--- src/rtl/usb_kbd_event_decoder_if.sv ---
// Purpose : bundles the report intake, event output and status/control wires of usb_kbd_event_decoder.
// Latency : none; this is wiring only.
// Backpr. : the event stream uses valid/ready (event_valid_o / event_ready_i); report intake has no backpressure.
//
// Ports (signals):
//   report_i[63:0], report_valid_i : boot report and its one-cycle strobe (HID host -> decoder)
//   event_o[8:0], event_valid_o    : FIFO head {press, usage} and not-empty flag (decoder -> SoC)
//   event_ready_i                  : pops the head (SoC -> decoder)
//   busy_o, report_drop_o          : diff engine active / sticky pending-overwrite flag (decoder -> SoC)
//   clear_i                        : clears report_drop_o (SoC -> decoder)
// Modports: master = host/SoC side, slave = decoder side.
interface usb_kbd_event_decoder_if;
    logic [63:0] report_i;
    logic        report_valid_i;
    logic [8:0]  event_o;
    logic        event_valid_o;
    logic        event_ready_i;
    logic        busy_o;
    logic        report_drop_o;
    logic        clear_i;

    modport master (
        output report_i, report_valid_i, event_ready_i, clear_i,
        input  event_o, event_valid_o, busy_o, report_drop_o
    );

    modport slave (
        input  report_i, report_valid_i, event_ready_i, clear_i,
        output event_o, event_valid_o, busy_o, report_drop_o
    );
endinterface

--- src/rtl/usb_kbd_event_decoder.sv ---
// Purpose : generic first-word-fall-through FIFO used for the key event queue.
// Latency : a pushed word is visible at the output in the cycle after the push edge.
// Backpr. : in_rdy low when full (push waits even if a pop happens that cycle); pop while empty is ignored.
//
// Ports: clk, rst_n (async active-low); in_vld/in_dat/in_rdy push side; out_vld/out_dat/out_rdy pop side.
module sync_fifo #(
    parameter int WIDTH = 8,
    parameter int DEPTH = 16
) (
    input  logic             clk,
    input  logic             rst_n,
    input  logic             in_vld,
    input  logic [WIDTH-1:0] in_dat,
    output logic             in_rdy,
    output logic             out_vld,
    output logic [WIDTH-1:0] out_dat,
    input  logic             out_rdy
);
    localparam int AW = $clog2(DEPTH);
    localparam logic [AW:0] FULL_CNT = (AW + 1)'(DEPTH);

    logic [WIDTH-1:0] mem [DEPTH];
    logic [AW-1:0]    wr_ptr;
    logic [AW-1:0]    rd_ptr;
    logic [AW:0]      count;
    logic             do_push;
    logic             do_pop;

    // Fullness is judged on the current count, so a pop in the same cycle
    // does not make room for a push until the next cycle.
    assign in_rdy  = (count != FULL_CNT);
    assign out_vld = (count != '0);
    assign out_dat = out_vld ? mem[rd_ptr] : '0;
    assign do_push = in_vld && in_rdy;
    assign do_pop  = out_rdy && out_vld;

    always_ff @(posedge clk) begin
        if (do_push) begin
            mem[wr_ptr] <= in_dat;
        end
    end

    // Pointers are AW bits wide with DEPTH a power of two, so they wrap naturally.
    always_ff @(posedge clk or negedge rst_n) begin
        if (!rst_n) begin
            wr_ptr <= '0;
            rd_ptr <= '0;
            count  <= '0;
        end else begin
            if (do_push) begin
                wr_ptr <= wr_ptr + 1'b1;
            end
            if (do_pop) begin
                rd_ptr <= rd_ptr + 1'b1;
            end
            case ({do_push, do_pop})
                2'b10:   count <= count + 1'b1;
                2'b01:   count <= count - 1'b1;
                default: count <= count;
            endcase
        end
    end
endmodule

// Purpose : diffs USB HID boot keyboard reports against the last committed one and queues press/release events.
// Latency : 21 cycles per report (8 modifier + 6 release + 6 press steps + commit) plus FIFO-full stall cycles.
// Backpr. : a step that must emit holds while the event FIFO is full; one extra report is buffered, later ones overwrite it.
//
// Ports: clk, reset_n (async active-low); bus (slave modport): report_i/report_valid_i in,
//        event_o/event_valid_o/event_ready_i event stream, busy_o, report_drop_o, clear_i.
module usb_kbd_event_decoder #(
    parameter int         FIFO_DEPTH    = 16,
    parameter logic [7:0] ROLLOVER_CODE = 8'h01
) (
    input  logic                    clk,
    input  logic                    reset_n,
    usb_kbd_event_decoder_if.slave  bus
);
    typedef enum logic [2:0] {
        S_IDLE,
        S_MODS,
        S_REL,
        S_PRESS,
        S_COMMIT
    } state_t;

    // Layout matches the boot report: slot s sits at [23+8s:16+8s].
    typedef struct packed {
        logic [5:0][7:0] slot;
        logic [7:0]      rsvd;
        logic [7:0]      mod;
    } kbd_rpt_t;

    state_t          state;
    logic [2:0]      idx;
    logic [7:0]      cur_mod;
    logic [7:0]      prev_mod;
    logic [5:0][7:0] cur_slot;
    logic [5:0][7:0] prev_slot;
    kbd_rpt_t        pend;
    logic            pend_v;
    logic            busy_q;
    logic            drop_q;

    kbd_rpt_t        rpt_in;
    kbd_rpt_t        cand;
    logic            cand_vld;
    logic            cand_rollover;
    logic            emit_need;
    logic [8:0]      emit_dat;
    logic            last_step;
    logic            hit;
    logic            step_adv;
    logic            fifo_in_rdy;

    assign rpt_in = kbd_rpt_t'(bus.report_i);

    // In IDLE the buffered report takes precedence over a fresh strobe.
    assign cand     = pend_v ? pend : rpt_in;
    assign cand_vld = pend_v || bus.report_valid_i;

    always_comb begin
        cand_rollover = 1'b1;
        for (int k = 0; k < 6; k++) begin
            if (cand.slot[k] != ROLLOVER_CODE) begin
                cand_rollover = 1'b0;
            end
        end
    end

    // Per-step diff: decides whether the current step emits and what.
    always_comb begin
        emit_need = 1'b0;
        emit_dat  = '0;
        last_step = 1'b0;
        hit       = 1'b0;
        case (state)
            S_MODS: begin
                emit_need = (cur_mod[idx] != prev_mod[idx]);
                emit_dat  = {cur_mod[idx], 8'hE0 | {5'd0, idx}};
                last_step = (idx == 3'd7);
            end
            S_REL: begin
                for (int k = 0; k < 6; k++) begin
                    if (cur_slot[k] == prev_slot[idx]) begin
                        hit = 1'b1;
                    end
                end
                emit_need = (prev_slot[idx] != 8'h00) && !hit;
                emit_dat  = {1'b0, prev_slot[idx]};
                last_step = (idx == 3'd5);
            end
            S_PRESS: begin
                // A usage repeated in earlier slots of the same report is pressed only once.
                for (int k = 0; k < 6; k++) begin
                    if (prev_slot[k] == cur_slot[idx]) begin
                        hit = 1'b1;
                    end
                    if ((3'(k) < idx) && (cur_slot[k] == cur_slot[idx])) begin
                        hit = 1'b1;
                    end
                end
                emit_need = (cur_slot[idx] != 8'h00) && !hit;
                emit_dat  = {1'b1, cur_slot[idx]};
                last_step = (idx == 3'd5);
            end
            default: begin
            end
        endcase
    end

    // Non-emitting steps never wait on the FIFO.
    assign step_adv = !emit_need || fifo_in_rdy;

    always_ff @(posedge clk or negedge reset_n) begin
        if (!reset_n) begin
            state     <= S_IDLE;
            idx       <= '0;
            cur_mod   <= '0;
            prev_mod  <= '0;
            cur_slot  <= '0;
            prev_slot <= '0;
            pend      <= '0;
            pend_v    <= 1'b0;
            busy_q    <= 1'b0;
            drop_q    <= 1'b0;
        end else begin
            if (bus.clear_i) begin
                drop_q <= 1'b0;
            end

            // Intake: in IDLE a buffered report moves to cur and a same-cycle
            // strobe refills the buffer; while busy every strobe lands in the
            // buffer, flagging a drop if it still held an unprocessed report.
            if (state == S_IDLE) begin
                if (pend_v) begin
                    pend_v <= bus.report_valid_i;
                    if (bus.report_valid_i) begin
                        pend <= rpt_in;
                    end
                end
            end else if (bus.report_valid_i) begin
                pend   <= rpt_in;
                pend_v <= 1'b1;
                if (pend_v) begin
                    drop_q <= 1'b1;
                end
            end

            case (state)
                S_IDLE: begin
                    // Rollover reports are consumed without touching prev.
                    if (cand_vld && !cand_rollover) begin
                        cur_mod  <= cand.mod;
                        cur_slot <= cand.slot;
                        idx      <= '0;
                        state    <= S_MODS;
                        busy_q   <= 1'b1;
                    end
                end
                S_MODS: begin
                    if (step_adv) begin
                        if (last_step) begin
                            idx   <= '0;
                            state <= S_REL;
                        end else begin
                            idx <= idx + 3'd1;
                        end
                    end
                end
                S_REL: begin
                    if (step_adv) begin
                        if (last_step) begin
                            idx   <= '0;
                            state <= S_PRESS;
                        end else begin
                            idx <= idx + 3'd1;
                        end
                    end
                end
                S_PRESS: begin
                    if (step_adv) begin
                        if (last_step) begin
                            idx   <= '0;
                            state <= S_COMMIT;
                        end else begin
                            idx <= idx + 3'd1;
                        end
                    end
                end
                S_COMMIT: begin
                    prev_mod  <= cur_mod;
                    prev_slot <= cur_slot;
                    state     <= S_IDLE;
                    busy_q    <= 1'b0;
                end
                default: begin
                    state  <= S_IDLE;
                    busy_q <= 1'b0;
                end
            endcase
        end
    end

    sync_fifo #(
        .WIDTH (9),
        .DEPTH (FIFO_DEPTH)
    ) u_evt_fifo (
        .clk     (clk),
        .rst_n   (reset_n),
        .in_vld  (emit_need),
        .in_dat  (emit_dat),
        .in_rdy  (fifo_in_rdy),
        .out_vld (bus.event_valid_o),
        .out_dat (bus.event_o),
        .out_rdy (bus.event_ready_i)
    );

    assign bus.busy_o        = busy_q;
    assign bus.report_drop_o = drop_q;
endmodule

--- src/flat_wrapper.sv ---
// flat-port wrapper written by rule: the top's interface ports become plain ports
module usb_kbd_event_decoder_flat 
#(
    parameter int         FIFO_DEPTH    = 16,
    parameter logic [7:0] ROLLOVER_CODE = 8'h01
)
  (clk, reset_n, bus_report_i, bus_report_valid_i, bus_event_ready_i, bus_clear_i, bus_event_o, bus_event_valid_o, bus_busy_o, bus_report_drop_o);
  usb_kbd_event_decoder_if bus_i ();
  input  logic clk;
  input  logic reset_n;
  input wire logic [$bits(bus_i.report_i)-1:0] bus_report_i;
  input wire logic [$bits(bus_i.report_valid_i)-1:0] bus_report_valid_i;
  input wire logic [$bits(bus_i.event_ready_i)-1:0] bus_event_ready_i;
  input wire logic [$bits(bus_i.clear_i)-1:0] bus_clear_i;
  output wire logic [$bits(bus_i.event_o)-1:0] bus_event_o;
  output wire logic [$bits(bus_i.event_valid_o)-1:0] bus_event_valid_o;
  output wire logic [$bits(bus_i.busy_o)-1:0] bus_busy_o;
  output wire logic [$bits(bus_i.report_drop_o)-1:0] bus_report_drop_o;
  assign bus_i.report_i = bus_report_i;
  assign bus_i.report_valid_i = bus_report_valid_i;
  assign bus_i.event_ready_i = bus_event_ready_i;
  assign bus_i.clear_i = bus_clear_i;
  assign bus_event_o = bus_i.event_o;
  assign bus_event_valid_o = bus_i.event_valid_o;
  assign bus_busy_o = bus_i.busy_o;
  assign bus_report_drop_o = bus_i.report_drop_o;
  usb_kbd_event_decoder #(.FIFO_DEPTH(FIFO_DEPTH), .ROLLOVER_CODE(ROLLOVER_CODE)) u_core (.clk(clk), .reset_n(reset_n), .bus(bus_i));
endmodule
--- config.mk ---
export PLATFORM = sky130hd
export DESIGN_NAME = usb_kbd_event_decoder_flat
export DESIGN_NICKNAME = d
export VERILOG_FILES = /design/src/rtl/usb_kbd_event_decoder_if.sv /design/src/rtl/usb_kbd_event_decoder.sv /design/src/flat_wrapper.sv
export SDC_FILE = /design/constraint.sdc
export NUM_CORES = 1
export LEC_CHECK = 0
export CAP_MARGIN = 10
export CORE_MARGIN = 2
export CORE_UTILIZATION = 57
export CTS_CLUSTER_DIAMETER = 60
export CTS_CLUSTER_SIZE = 12
export DETAILED_ROUTE_END_ITERATION = 7
export PLACE_DENSITY_LB_ADDON = 0.08
export SLEW_MARGIN = 20
export SYNTH_ARGS = -nofsm -noshare
export SYNTH_HDL_FRONTEND = slang
export SYNTH_SLANG_ARGS = --single-unit
export TNS_END_PERCENT = 50
--- constraint.sdc ---
create_clock -name clk -period 6.5 [get_ports clk]
set_input_delay 1.625 -clock clk [delete_from_list [all_inputs] [get_ports clk]]
set_output_delay 1.625 -clock clk [all_outputs]
set_load 0.02 [all_outputs]
==> reports/metrics.yaml <==
clocking:
  cts_resized: 0
  cts_tree: "done"
  post-cts-setup-buffer-count: 0
  cts.clk_slew.worst_paths_ns: 0.06
  clkSinkCount: 334
  clockBufferDepth: 3
  cts_root_buf: "clkbuf_16"
  cts_buffers: 37
  cts_max_level: 2
  insertion_delay_ns: 0.52
  hold_buffers: 0
sta:
  min_period_ns: 5.41
  finalCritPeriodShare_pct: 83.2
  grt_setup_unrepaired: "false"
  timing.fmax_mhz: 185
  worst_slew_pin_slew_ns: 1.03
  setup_viol: 0
  drv_slew: 0
  slew_headroom_pct: 30.8
  hold_slack_ns: 0.506
  fin_worst_skew_ns: 0.0158
  finalHoldViolCount: 0
  tns_ns: 0
power_and_ir_drop:
  peakVddDrop_v: 0.000458
  power_density_mw_per_mm2: 575
  leakage_uw: 0.00734
floorplanning:
  initial_utilization_pct: 58.1
  boundaryPins: 81
  fp.dieW_um: 176
  core_area_mm2: 0.0289
  die_h_um: 176
  row_count: 62
  die_area_mm2: 0.0308
drt:
  viasPerCell: 6.15
  drc_errors: 0
  first_pass_iters: 5
  antenna_left: 0
  wl_per_cell_um: 22.8
  vias: 10900
  drt_wl_total_um: 40200
  drtIter0Drc: 979
finish:
  stdcell_count: 1765
  fin_area_mm2: 0.0191
  layout-drive-gt1-share_pct: 21.0
  areaGrowthSynthToFinish_pct: 14.0
  nets: 1434
  diodes: 0
global_route:
  met2_usage_pct: 38.2
  grt_pass1_wl_um: 63100
  top_usage_layer: "met1"
  met3_usage_pct: 4.42
  grt_util_all_layers_pct: 26.8
  grt_max_degree: 109
  globalRouteOverflowTotal: 0
  grt_pass1_vias: 10700
  grt_util_met1_pct: 42.7
  grt_antenna_before_repair: 0
logic_synthesis:
  synth_common_cells: "190 x dfrtp_1, 144 x edfxtp_1, 128 x mux2_2"
  syn_area_mm2: 0.0168
  synth_cell_type_count: 55
  ys_seq_area_share_pct: 54.1
  synth_area_leaders: "dfrtp_1 28%, edfxtp_1 26%, mux2_2 8.6%, mux4_2 6.0%, mux2i_1 5.0%"
  yosys.area.top_type: "dfrtp_1"
  synthFlopType: "dfrtp_1"
  async_flop_share_pct: 56.9
  synth_seq_cells: 334
  yosysWarnings: 0
  synth.top_cell.area_share_pct: 28.4
  synth_edf_count: 144
  yosys.cell_count.top_type: "dfrtp_1"
  syn_nets: 1371
  syn-mean-instance-area_um2: 13.0
  synth_cells: 1291
placement:
  gp_congestion: 0.881
  dp.cells: 1699
  io_buffers: 72
  dpl-instance-area_mm2: 0.0180
  hpwl_um: 27800
flow_run:
  drv_cap: 0
worst_setup_path:
  startpoint_type: "flop"
  critical_path_class: "flop to flop"
  required_ns: 6.90
  critical_path.max_fanout: 31
  worstPathArrival_ns: 5.80
  endpoint_kind: "flop"
worst_hold_path:
  hp-class: "flop to flop"
status:
  status: "completed"
[final cells by class]
cell class / count / area (µm²)
clock buffers: 56 / 1010
fillers: 2194 / 9740
repair buffers: 117 / 1090
multi-input cells: 851 / 7290
clock inverters: 10 / 121
well taps: 384 / 480
flip-flops and latches: 334 / 9080
inverters: 13 / 48.8
[per-stage QoR]
| step | util, % | total power [µW] | setup WS [ns] |
|---|---|---|---|
| 2_1_floorplan | - | 7490 | 1.94 |
| 4_1_cts | 66.2 | 11000 | 1.18 |
| 3_5_place_dp | 62.3 | 8980 | 1.23 |
| 6_report | 66.3 | 11000 | 1.09 |
| 3_3_place_gp | 62.3 | 8860 | 1.26 |
| 5_1_grt | 66.3 | 11600 | 0.780 |
[worst max-delay path: stages (launching register included)]
cell	delay, ns
dfrtp_2	0.92
and3_1	0.47
a221o_1	0.74
xor2_1	0.14
nor4_1	0.72
nand4_1	0.24
nand4_1	0.23
a211oi_2	0.10
o21ai_4	0.17
ha_1	0.38
xor2_1	0.12
ha_1	0.24
o21ai_0	0.15
a21oi_1	0.09
a21oi_1	0.17
xor2_1	0.17
nor2_1	0.07
xor2_1	0.15
[state kept, by name (all words and copies together) (netlist names)]
name / cells
u_core.u_evt_fifo.mem: 144
u_core.pend: 56
u_core.cur_slot: 48
u_core.prev_slot: 48
u_core.cur_mod: 8
u_core.prev_mod: 8
u_core.u_evt_fifo.count: 5
u_core.u_evt_fifo.rd_ptr: 4
u_core.u_evt_fifo.wr_ptr: 4
u_core.idx: 3
u_core.state: 3
u_core.bus.busy_o: 1
u_core.bus.report_drop_o: 1
u_core.pend_v: 1
[path summary, 6_finish.rpt]
kind	startpoint	to	slack (ns)	cells past startpoint
worst min register to register	u_core.pend[0]	u_core.pend[0]	0.51	1
worst max register to register	u_core.idx[0]	u_core.u_evt_fifo.count[4]	1.09	17
worst max-delay path	u_core.idx[0]	u_core.u_evt_fifo.count[4]	1.09	17
worst min-delay path	u_core.pend[0]	u_core.pend[0]	0.51	1
min in group asynchronous	reset_n	u_core.prev_slot[17]	1.24	1
max in group asynchronous	reset_n	u_core.pend[31]	4.28	2
[placed cells by master, fill, tap and decap left out, drive strengths merged, types with 4 or more instances in the layout]
master / netlist / routed
o22ai: 4 / 4
nand3b: 12 / 12
ha: 11 / 11
nor4b: 16 / 16
a22oi: 4 / 4
a222oi: 9 / 9
nor2: 102 / 102
edfxtp: 144 / 144
clkdlybuf4s50: 0 / 71
clkbuf: 59 / 57
nor3: 11 / 11
a221o: 7 / 7
mux4: 45 / 45
nand2: 32 / 32
a211oi: 7 / 7
o21ai: 22 / 22
mux2: 133 / 133
inv: 13 / 19
mux2i: 83 / 83
xnor2: 66 / 66
buf: 34 / 45
a21oi: 73 / 73
dfrtp: 190 / 190
nor2b: 15 / 15
nor4: 43 / 43
nand4: 15 / 15
nand3: 20 / 20
xor2: 89 / 89
[cells by family after synthesis]
group           count (synthesis)  synth area share, %
simple gates                  276                 8.48
mux                           261                 20.0
buf+inv                       106                 2.77
xor+xnor                      155                 8.10
compound gates                147                 5.65
fa+ha+maj                      12                0.881
flops                         334                 54.1
[power by group]
group	internal, µW	switching, µW	total [µW]
sequential	3020	978	4000
combinational	2380	2640	5020
clock	1130	838	1970
[per-layer routing]
layer | part of all wire, % | wire length, µm | vias to the layer above
li1 | - | - | 4920
met1 | 48 | 19200 | 5508
met2 | 43 | 17400 | 369
met3 | 6.6 | 2670 | 56
met4 | 2.2 | 871 | 0
met5 | 0 | 0 | -
No activity file was read; power rests on OpenSTA's default activity.
==> variant: new RTL, same flow settings <==
The 5 states of `state_t` get a one-hot encoding in 5 bits.
--- a/src/rtl/usb_kbd_event_decoder.sv
+++ b/src/rtl/usb_kbd_event_decoder.sv
@@ -78,8 +78,8 @@
 );
-    typedef enum logic [2:0] {
-        S_IDLE,
-        S_MODS,
-        S_REL,
-        S_PRESS,
-        S_COMMIT
+    typedef enum logic [4:0] {
+        S_IDLE   = 5'b00001,
+        S_MODS   = 5'b00010,
+        S_REL    = 5'b00100,
+        S_PRESS  = 5'b01000,
+        S_COMMIT = 5'b10000
     } state_t;
Function: no difference found for any inputs over 4 cycles, from zero or initial values and one cycle with reset_n low; so few cycles prove little.
==> variant against the unedited design <==
  * Sequential share of layout area rose by 0.36 points
  * Via count down 0.41%
  * Total power down 19%
  * Highest routed layer unchanged
  * Synthesized area up 1.0%
  * Critical path type unchanged
  * Routed wire length increased by 2.9%
  * Design area fell by 0.18%
  * Largest cell class unchanged
  * Synthesized cell count decreased by 0.77%
  * Setup slack got worse by 0.44 ns
  * Sequential cell count increased by 2
  * Non-clock buffer count is 8 lower
==> variant: results (changes against the unedited design) <==
endpoint type of the worst setup path flip-flop; top post-synthesis cells by area dfrtp_1 (28%), edfxtp_1 (26%), mux2_2 (8.2%); Post-synth ARST share 0.571 (+0.00257); CP max stage delay 0.79 ns (-0.13 ns); worst-case reg-to-reg path depth 20 (+3); grt met3 use 0.0388 (-0.00540); CP arrival 6.26 ns (+0.46 ns); Largest regs u_core.u_evt_fifo.mem (144), u_core.pend (56); hold path start u_core.pend[6]; Worst R2R Start u_core.idx[0]; max layer used met4; Fill cells 2268 (+3.4%); Cell variety after synth 70 (+27%); Compound-Gate Fraction of Synth Area 0.0598 (+0.00336); clk_lat worst skew around 0.53 ns; synth cell count leaders dfrtp_1 (191), edfxtp_1 (144), mux2_2 (124); r2r setup slk 0.65 ns (-0.44 ns); Hold EP u_core.pend[6]; Seq/Total Area, Yosys 0.539 (-0.00233); CTS clk-pin slew, worst paths 0.06 ns (about the same); clock skew 0.0226 ns (+0.00684 ns); Synth Area in XOR/XNOR 0.0791 (-0.00184); Adder-Cell Fraction of Synth Area 0.00872 (-0.0000872); outcome complete, no violations; Mapped Nets 1361 (-0.73%); 1st-iter DRT viols 985 (+0.61%); cell family with most CP delay compound AO/OA/AOI/OAI gates; final hold slack 0.503 ns (-0.00310 ns); CP endpoint u_core.u_evt_fifo.count[4]; EDFF count, synth 144 (unchanged); met3 WL 3.04 mm (+14%); ys flop type dfrtp_1; largest net degree at the start of global routing 124 (+14%); gpl congestion 0.930 (+5.5%); Post-DP HPWL 29.2 mm (+5.1%); global-route wire length before repair 64.0 mm (+1.5%); CTS max path bufs 3 (unchanged); Hold Path Class reg -> reg; critical path class reg -> reg; Met1 Wirelength 19.6 mm (+2.1%); H-tree levels 2 (unchanged); Clock Tree Root clkbuf_16; highest-delay cell along the critical path dfrtp_2; DRC Markers 0 (unchanged); Critical Path Fanout Max 29 (-6.5%); Worst VDD drop 262 uV (-43%); number of port buffers 72 (unchanged); post-CTS sizing 0 (unchanged); Rel. slew slack 0.316 (+0.00867); multiplexer share of the synthesized area 0.196 (-0.00353); WL met2 17.8 mm (+2.1%); via count 10800 (-0.41%); GR Layer Usage met2 0.393 (+0.0116); global-route usage over all layers 0.273 (+0.00553); final wirelength 41.4 mm (+2.9%); M1 GR Usage 0.435 (+0.00763); share of layout cells above drive strength 1 0.205 (-0.00486); total CTS buffers 36 (-2.7%); LEAKAGE 7.62 nW (+3.9%)
==> variant: changes by cell type after synthesis, moves of 28 or more <==
cell     delta
nor2_1     -77
a21oi_1    -62
nand2_1    +62
o21ai_0    +57
xor2_1     -30
xnor2_1    +28
==> variant: area by class of cell <==
class / count / area (um^2) / share of cell area
Clock inverter: 6 / 80.1 / 0.00420
Inverter: 11 / 41.3 / 0.00216
Clock buffer: 56 / 1030 / 0.0539
Multi-Input combinational cell: 847 / 7290 / 0.382
Sequential cell: 336 / 9140 / 0.479
Timing Repair Buffer: 109 / 1010 / 0.0532
Tap cell: 390 / 488 / 0.0256
==> variant: report_power, final <==
part	switching [mW]	internal, mW
Combinational	1.85	1.68
Clock	0.809	1.13
Sequential	0.757	2.64
Total	3.41	5.46
==> variant: metrics by stage <==
step	std cells	worst slack, ns	cell area, um^2
after global placement	1693	0.815	18000
after global routing	1755	0.296	19100
after detailed placement	1693	0.740	18000
after floorplan	1281	1.89	16900
final	1755	0.648	19100
after CTS	1755	0.722	19100
